File: src/rtl/uart_pkg.sv
// Shared constants for the UART transmit buffer: the line-ending characters
// and the issue FSM state encoding.
package uart_pkg;

    localparam logic [7:0] CHAR_CR = 8'h0D;
    localparam logic [7:0] CHAR_LF = 8'h0A;

    typedef logic [1:0] state_t;

    localparam state_t S_IDLE = 2'd0;  // waiting for a byte and an idle transmitter
    localparam state_t S_WAIT = 2'd1;  // strobe sent, waiting for busy to rise
    localparam state_t S_BUSY = 2'd2;  // frame in flight, waiting for busy to fall

endpackage

File: src/rtl/byte_fifo.sv
// Synchronous byte FIFO with first-word-fall-through head and a registered
// occupancy counter. DEPTH must be a power of two so the pointers wrap freely.
module byte_fifo #(
    parameter  int DEPTH  = 16,
    localparam int ADDR_W = $clog2(DEPTH)
) (
    input  logic              clk,
    input  logic              rst,
    input  logic              push,
    input  logic [7:0]        din,
    input  logic              pop,
    output logic [7:0]        head,
    output logic [ADDR_W:0]   level,
    output logic              empty,
    output logic              full
);

    logic [7:0]        mem [DEPTH];
    logic [ADDR_W-1:0] wr_ptr;
    logic [ADDR_W-1:0] rd_ptr;
    logic              do_push;
    logic              do_pop;

    // A push is refused while full even if a pop frees a slot this cycle.
    assign do_push = push & ~full;
    assign do_pop  = pop & ~empty;

    assign head  = mem[rd_ptr];
    assign empty = (level == '0);
    assign full  = (level == (ADDR_W+1)'(DEPTH));

    // Storage array; contents need no reset because level gates every read.
    always_ff @(posedge clk) begin
        if (do_push)
            mem[wr_ptr] <= din;
    end

    // Pointers and occupancy counter.
    always_ff @(posedge clk) begin
        if (rst) begin
            wr_ptr <= '0;
            rd_ptr <= '0;
            level  <= '0;
        end else begin
            if (do_push)
                wr_ptr <= wr_ptr + ADDR_W'(1);
            if (do_pop)
                rd_ptr <= rd_ptr + ADDR_W'(1);
            case ({do_push, do_pop})
                2'b10:   level <= level + (ADDR_W+1)'(1);
                2'b01:   level <= level - (ADDR_W+1)'(1);
                default: level <= level;
            endcase
        end
    end

endmodule

File: src/rtl/uart_tx_fifo.sv
// Byte buffer and issue sequencer in front of the UART transmitter.
// Producers push over valid/ready; the FSM pops one byte per frame and
// strobes tx_start only while the transmitter reports idle.
// Optional build macro UART_TX_FIFO_CRLF_EN expands each LF into CR,LF.
module uart_tx_fifo
    import uart_pkg::*;
#(
    parameter  int DEPTH  = 16,
    localparam int ADDR_W = $clog2(DEPTH)
) (
    input  logic            clk,
    input  logic            rst,
    input  logic            in_valid,
    input  logic [7:0]      in_data,
    output logic            in_ready,
    output logic            tx_start,
    output logic [7:0]      tx_data,
    input  logic            tx_busy,
    output logic [ADDR_W:0] level,
    output logic            empty,
    output logic            full
);

    state_t     state;
    logic [7:0] head;
    logic       issue;
    logic       do_pop;
    logic [7:0] issue_byte;

    assign in_ready = ~full;

    byte_fifo #(.DEPTH(DEPTH)) u_fifo (
        .clk   (clk),
        .rst   (rst),
        .push  (in_valid & in_ready),
        .din   (in_data),
        .pop   (do_pop),
        .head  (head),
        .level (level),
        .empty (empty),
        .full  (full)
    );

`ifdef UART_TX_FIFO_CRLF_EN
    logic lf_pending;
    logic insert_cr;

    // An LF at the head first goes out as CR (kept in the FIFO), then as LF.
    always_comb begin
        issue      = (state == S_IDLE) && !empty && !tx_busy;
        insert_cr  = (head == CHAR_LF) && !lf_pending;
        do_pop     = issue && !insert_cr;
        issue_byte = insert_cr ? CHAR_CR : head;
    end

    // Remembers that the CR for the current head LF has already been sent.
    always_ff @(posedge clk) begin
        if (rst)
            lf_pending <= 1'b0;
        else if (issue)
            lf_pending <= insert_cr;
    end
`else
    // Issue whenever a byte is queued and the transmitter is idle.
    always_comb begin
        issue      = (state == S_IDLE) && !empty && !tx_busy;
        do_pop     = issue;
        issue_byte = head;
    end
`endif

    // Issue FSM: strobe, wait for busy to rise, then wait for it to fall.
    always_ff @(posedge clk) begin
        if (rst) begin
            state    <= S_IDLE;
            tx_start <= 1'b0;
            tx_data  <= 8'h00;
        end else begin
            tx_start <= 1'b0;
            case (state)
                S_IDLE: begin
                    if (issue) begin
                        tx_data  <= issue_byte;
                        tx_start <= 1'b1;
                        state    <= S_WAIT;
                    end
                end
                S_WAIT: begin
                    if (tx_busy)
                        state <= S_BUSY;
                end
                S_BUSY: begin
                    if (!tx_busy)
                        state <= S_IDLE;
                end
                default: state <= S_IDLE;
            endcase
        end
    end

endmodule

File: config.mk
export PLATFORM = sky130hd
export DESIGN_NAME = uart_tx_fifo
export DESIGN_NICKNAME = d
export VERILOG_FILES = /design/src/rtl/uart_pkg.sv /design/src/rtl/byte_fifo.sv /design/src/rtl/uart_tx_fifo.sv
export SDC_FILE = /design/constraint.sdc
export NUM_CORES = 1
export LEC_CHECK = 0
export BUFFER_PORTS_ARGS = -buffer_cell sky130_fd_sc_hd__buf_2
export CORE_MARGIN = 3
export CORE_UTILIZATION = 35
export CTS_BUF_LIST = sky130_fd_sc_hd__clkbuf_16
export CTS_CLUSTER_DIAMETER = 30
export DETAILED_ROUTE_END_ITERATION = 8
export PLACE_DENSITY = 0.49
export SYNTH_ARGS = -nofsm -noshare
export SYNTH_HDL_FRONTEND = slang
export SYNTH_SLANG_ARGS = --single-unit
File: constraint.sdc
create_clock -name clk -period 3.4 [get_ports clk]
set_input_delay 0.34 -clock clk [delete_from_list [all_inputs] [get_ports clk]]
set_output_delay 0.34 -clock clk [all_outputs]
set_load 0.01 [all_outputs]
=== After elaboration in Yosys (flattened, before gate mapping) ===
Memory sizes are Yosys's and may differ from the RTL's. A register that Yosys moved wholly into a read port is not among the register bits.
Cells that the tools add are included.

* Reductions and logical operators: 10
* Multiplexer cells: 8
* Add/subtract/negate cells: 4
* Bitwise gates (word level): 6
* Equal/unequal tests: 8

{| class="wikitable"
|+ Operators by type and width
! operator !! count
|-
| $pmux W5 S2 || 1
|-
| $add A4 B1 Y4 const B || 2
|-
| $mux W2 || 3
|-
| $pmux W2 S3 || 1
|-
| $add A5 B1 Y5 const B || 1
|-
| $eq A5 B5 Y1 const B || 1
|-
| $logic_not A5 Y1 || 1
|-
| $sub A5 B1 Y5 const B || 1
|-
| $eq A2 B1 Y1 const B || 2
|-
| $eq A2 B2 Y1 const B || 2
|-
| $ne A2 B2 Y1 const B || 2
|-
| $and A1 B1 Y1 || 3
|-
| $mux W1 || 3
|-
| $not A1 Y1 || 3
|-
| $reduce_and A3 Y1 || 1
|-
| $logic_and A1 B1 Y1 || 2
|-
| $logic_not A1 Y1 || 2
|-
| $logic_not A2 Y1 || 1
|-
| $ne A2 B1 Y1 const B || 1
|-
| $reduce_and A2 Y1 || 1
|-
| $reduce_bool A2 Y1 || 1
|-
| $reduce_or A2 Y1 || 1
|}

* Memory bits (writable): 128
* Output and inout bits: 17
* Bits in registers: 16
* Memories: 1
* Input port bits: 12
* Word-level logic and storage cells: 42

{| class="wikitable"
|+ Memory list
! memory !! words !! width !! read ports !! clocked after Yosys merged registers in !! write ports !! RTL line !! RTL
|-
| u_fifo.mem || 16 || 8 || 1 || 1 || 1 || byte_fifo.sv:18 || <nowiki>logic [7:0] mem [DEPTH];</nowiki>
|}

=== Longest topological paths before layout ===
* Word-level depth: 7
* Mapped depth: 12
* Mapped depth without buffers: 10

=== Cells and area by module ===
A second synthesis with hierarchy kept.

* Cells, all modules: 351
* Area total of the unflattened synthesis: 6468.7 um^2

{| class="wikitable"
|+ Modules (own cells, without submodules)
! module !! times used !! area an instance (um^2) !! cells an instance
|-
| byte_fifo || 1 || 5974.5 || 305
|-
| uart_tx_fifo || 1 || 494.2 || 46
|}

=== Worst setup path after synthesis ===
OpenSTA, ideal clock, no wires.

* Kind: reg-to-reg
* Start point: register u_fifo.level[4]
* End point: register u_fifo.level[4]
* Path slack: 664 ps
* Library setup time: 121 ps
* Cell stages (with the launch flop): 13
* Data arrival time: 2616 ps
* Cells stage by stage: dfxtp_1 > clkbuf_1 > inv_1 > a21boi_0 > buf_2 > ha_1 > clkbuf_1 > xor2_1 > ha_1 > a21o_1 > nand3_1 > a31oi_1 > mux2_2

* Word-level cells in the longest chain between the ends: 7
* Elaborated cells between the ends (all ways): 16

{| class="wikitable"
|+ Ends and longest elaborated chain
! item !! RTL line !! RTL
|-
| start: declaration || byte_fifo.sv:13 || <nowiki>output logic [ADDR_W:0] level,</nowiki>
|-
| start signal: assignment || byte_fifo.sv:50 || <nowiki>2'b10: level <= level + (ADDR_W+1)'(1);</nowiki>
|-
| start signal: assignment || byte_fifo.sv:51 || <nowiki>2'b01: level <= level - (ADDR_W+1)'(1);</nowiki>
|-
| start signal: assignment || byte_fifo.sv:52 || <nowiki>default: level <= level;</nowiki>
|-
| $logic_not A5 Y1 * || byte_fifo.sv:29 || <nowiki>assign empty = (level == '0);</nowiki>
|-
| $logic_not A1 Y1 || uart_tx_fifo.sv:66 || <nowiki>issue = (state == S_IDLE) && !empty && !tx_busy;</nowiki>
|-
| $logic_and A1 B1 Y1 (2 in series) || uart_tx_fifo.sv:66 ||
|-
| $and A1 B1 Y1 * || byte_fifo.sv:26 || <nowiki>assign do_pop = pop & ~empty;</nowiki>
|-
| via u_fifo.do_pop || byte_fifo.sv:22 || <nowiki>logic do_pop;</nowiki>
|-
| $eq A2 B1 Y1 or $eq A2 B2 Y1 (tied branches) || byte_fifo.sv:49 || <nowiki>case ({do_push, do_pop})</nowiki>
|-
| $pmux W5 S2 or $reduce_bool A2 Y1 (tied branches) || -- ||
|}

Mark *: on every way through the listed nets, which the timed path passes. The rest lies on a longest branch.
A chain may end at the register's enable or synchronous reset.

=== Final worst setup path ===
* Start point: register u_fifo.level[1]
* End point: register u_fifo.level[4]

* Word-level cells in the longest chain between the ends: 7
* Elaborated cells between the ends (all ways): 16

{| class="wikitable"
|+ Ends and longest elaborated chain
! item !! RTL line
|-
| $logic_not A5 Y1 || byte_fifo.sv:29
|-
| $logic_not A1 Y1 || uart_tx_fifo.sv:66
|-
| $logic_and A1 B1 Y1 (2 in series) || uart_tx_fifo.sv:66
|-
| $and A1 B1 Y1 || byte_fifo.sv:26
|-
| $eq A2 B1 Y1 or $eq A2 B2 Y1 (tied branches) || byte_fifo.sv:49
|-
| $pmux W5 S2 or $reduce_bool A2 Y1 (tied branches) || --
|}

Several ways; a longest one is shown, not always the timed one.

==> out/metrics.yaml <==
global_route:
  grt_pass1_vias: 3410
  antenna_found_initial: 0
  grt_overflow: 0
  track_usage_pct: 14.2
  grt_max_degree: 27
  grt_pass1_wl_mm: 20.5
clock_network:
  postCtsHoldBufs: 0
  numCtsBuffers: 17
  post_cts_buffers: 0
  clock-sinks: 152
  cts_buffer_depth: 2
  htreeDepth: 4
  clkTransAtPathRegs_ns: 0.06
  clkLatencyLatePin_ns: 0.42
  cts_tree: "yes"
  cts_resized: 0
  cts_root_buffer: "clkbuf_16"
synthesis:
  syn-cell-area_um2: 6140
  ys.flop_type: "edfxtp_1"
  netlist_instances: 391
  synth_top_area_share_pct: 62.6
  seq_area_frac_synth_pct: 70.4
  synth.area.top_cells: "edfxtp_1, dfxtp_1, mux2i_1"
  avgSynthCellArea_um2: 15.7
  synth_edf_count: 128
  ys_seq_elements: 152
  async_reset_ff_share_pct: 0
  syn_nets: 411
  yosysUniqueCellTypes: 42
  yosysTopAreaCell: "edfxtp_1"
  yosysWarnings: 0
routing:
  routed_wirelength_mm: 13.0
  wl_per_cell_um: 19.9
  vias_per_cell: 5.04
  vias: 3305
  drt_pass1_iterations: 4
  antenna_left: 0
  drcViolationCount: 0
  drt_first_iter_violations: 206
place:
  place.port_buffers: 28
  placed_area_um2: 6510
  gp_congestion: 0.774
  dpl.hpwl_mm: 8.69
critical_path:
  max_stage_delay_ns: 0.41
  path_common_cell: "ha_1"
  worstPathRequired_ns: 3.70
  timing.rr.start: "u_fifo.level[1]"
  path_delay_family: "adder cells"
  crit_type: "flip-flop to flip-flop"
  worstPathArrival_ns: 3.11
  cp-startpoint: "u_fifo.level[1]"
  crit_buf_inv: 2
  crit_chain: "nor4_2 -> a21boi_1 -> buf_4 -> inv_1 -> ha_1 -> xor2_1 -> ha_1 -> a21o_1 -> nand3_1 -> a31oi_1 -> mux2_2"
  start_kind: "flip-flop"
  cp-end-kind: "flip-flop"
  crit_fanout: 10
  crit_path_top_delay_cell: "dfxtp_1"
finish:
  postLayoutCellArea_um2: 7060
  nets: 443
  n_antenna_cell: 0
  drive_above_1_share_pct: 19.0
  synthToLayoutAreaGrowth_pct: 15.0
pwr:
  finalPower_uw: 5090
  pwr-share-clk_pct: 34.5
  p_leak_uw: 0.00228
  p_switching_uw: 1480
  switching_share_pct: 29.1
  intPower_uw: 3610
  power_density_nw_per_um2: 720
  max-vdd-ir-drop_mv: 0.421
  power_frac_seq_pct: 45.0
  pwr-share-comb_pct: 20.5
floorplan:
  die_h_um: 138
  io_pins: 29
  row_count: 47
  die_area_um2: 19200
  initial_utilization_pct: 36.4
  core_area_um2: 16900
  die_w_um: 138
sta:
  tightest_slew_ns: 0.945
  slew_violations: 0
  fin_crit_sh_pct: 82.5
  final.setup_skew_ns: 0.00699
  rsz0062_at_grt: "false"
  fmax_ghz: 0.357
  period_minus_slack_ns: 2.80
  setup_viol: 0
  finalSetupTns_ns: 0
  finalHoldViolations: 0
  slew_headroom_pct: 36.8
run:
  cap_violations: 0
min_path:
  min-delay-start: "tx_busy"
  holdCritPathClass: "input pin to flip-flop"
run_status:
  status: "finished clean"
[layer usage]
metal	GRT usage, %	part of all wire, %	vias up	wire, um
met1	19.4	47	1676	6130
li1	-	-	1572	-
met3	4.18	2.9	7	381
met2	22.3	49	50	6400
met4	4.06	1.0	0	132
met5	0	0	-	0
[cells by family after synthesis]
kind of cell	synth area share (%)
AOI/OAI and AO/OA	5.48
xor gates and xnor gates	1.43
adders and majority gates	1.63
buffers and inverters	2.51
DFF	70.4
muxes	11.7
and+or+nand+nor	6.82
[final timing paths]
kind	cells after the start	endpoint	slack, ns
max	11	u_fifo.level[4]	0.60
min	2	state[0]	0.12
max reg2reg	11	u_fifo.level[4]	0.60
min reg2reg	1	state[0]	0.50
[through the flow]
stage	utilization (%)	setup slack (ns)	hold WS, ns	std cells
final	41.8	0.596	0.120	656
after global routing	41.8	0.296	0.103	656
after CTS	41.8	0.573	0.0915	656
after detailed placement	38.6	0.607	0.476	624
after global placement	38.6	0.691	0.456	624
after floorplan	-	0.664	0.419	391
[synth_stat cells (all sizes together) (6+ instances only)]
| master | number |
|---|---|
| ha | 8 |
| dfxtp | 24 |
| xor2 | 7 |
| clkbuf | 6 |
| inv | 6 |
| nor2 | 34 |
| mux2i | 45 |
| edfxtp | 128 |
| nor3 | 12 |
| buf | 18 |
| nand2 | 15 |
| a311oi | 8 |
| o22ai | 21 |
| mux4 | 11 |
[registers in the layout (all words and copies together), names as in the netlist]
register	cells
u_fifo.mem	128
state	2
u_fifo.rd_ptr	4
tx_data	8
u_fifo.wr_ptr	4
tx_start	1
u_fifo.level	5
[layout by cell type (no fill, tap or decap), types with 4 or more instances in the layout]
cell type / Yosys / layout
dfxtp_1: 24 / 23
xor2_1: 7 / 7
nand2_1: 15 / 15
inv_1: 6 / 8
mux4_2: 11 / 11
nor2b_1: 5 / 5
edfxtp_1: 128 / 128
clkbuf_16: 0 / 17
a311oi_1: 8 / 8
buf_2: 12 / 28
mux2i_1: 45 / 45
nor2_1: 34 / 34
ha_1: 8 / 8
nor3_1: 12 / 12
inv_6: 0 / 4
o22ai_1: 21 / 21
buf_4: 1 / 8
[layout make-up]
| type | count | area (um2) |
|---|---|---|
| flip-flops and latches | 152 | 4330 |
| inverters | 6 | 22.5 |
| well taps | 220 | 275 |
| multi-input cells | 209 | 1660 |
| fillers | 1543 | 9820 |
| clock buffers | 17 | 425 |
| clock inverters | 15 | 129 |
| repair buffers | 37 | 220 |
[power by group through the flow]
stage                     Clock [uW]  Sequential (uW)  Combinational, uW
after floorplan                    0             2300                767
after global placement             0             2320               1050
after detailed placement           0             2330               1060
after CTS                       1790             2290               1060
after global routing            1880             2310               1160
final                           1750             2290               1040
(Power assumes the default switching activity.)
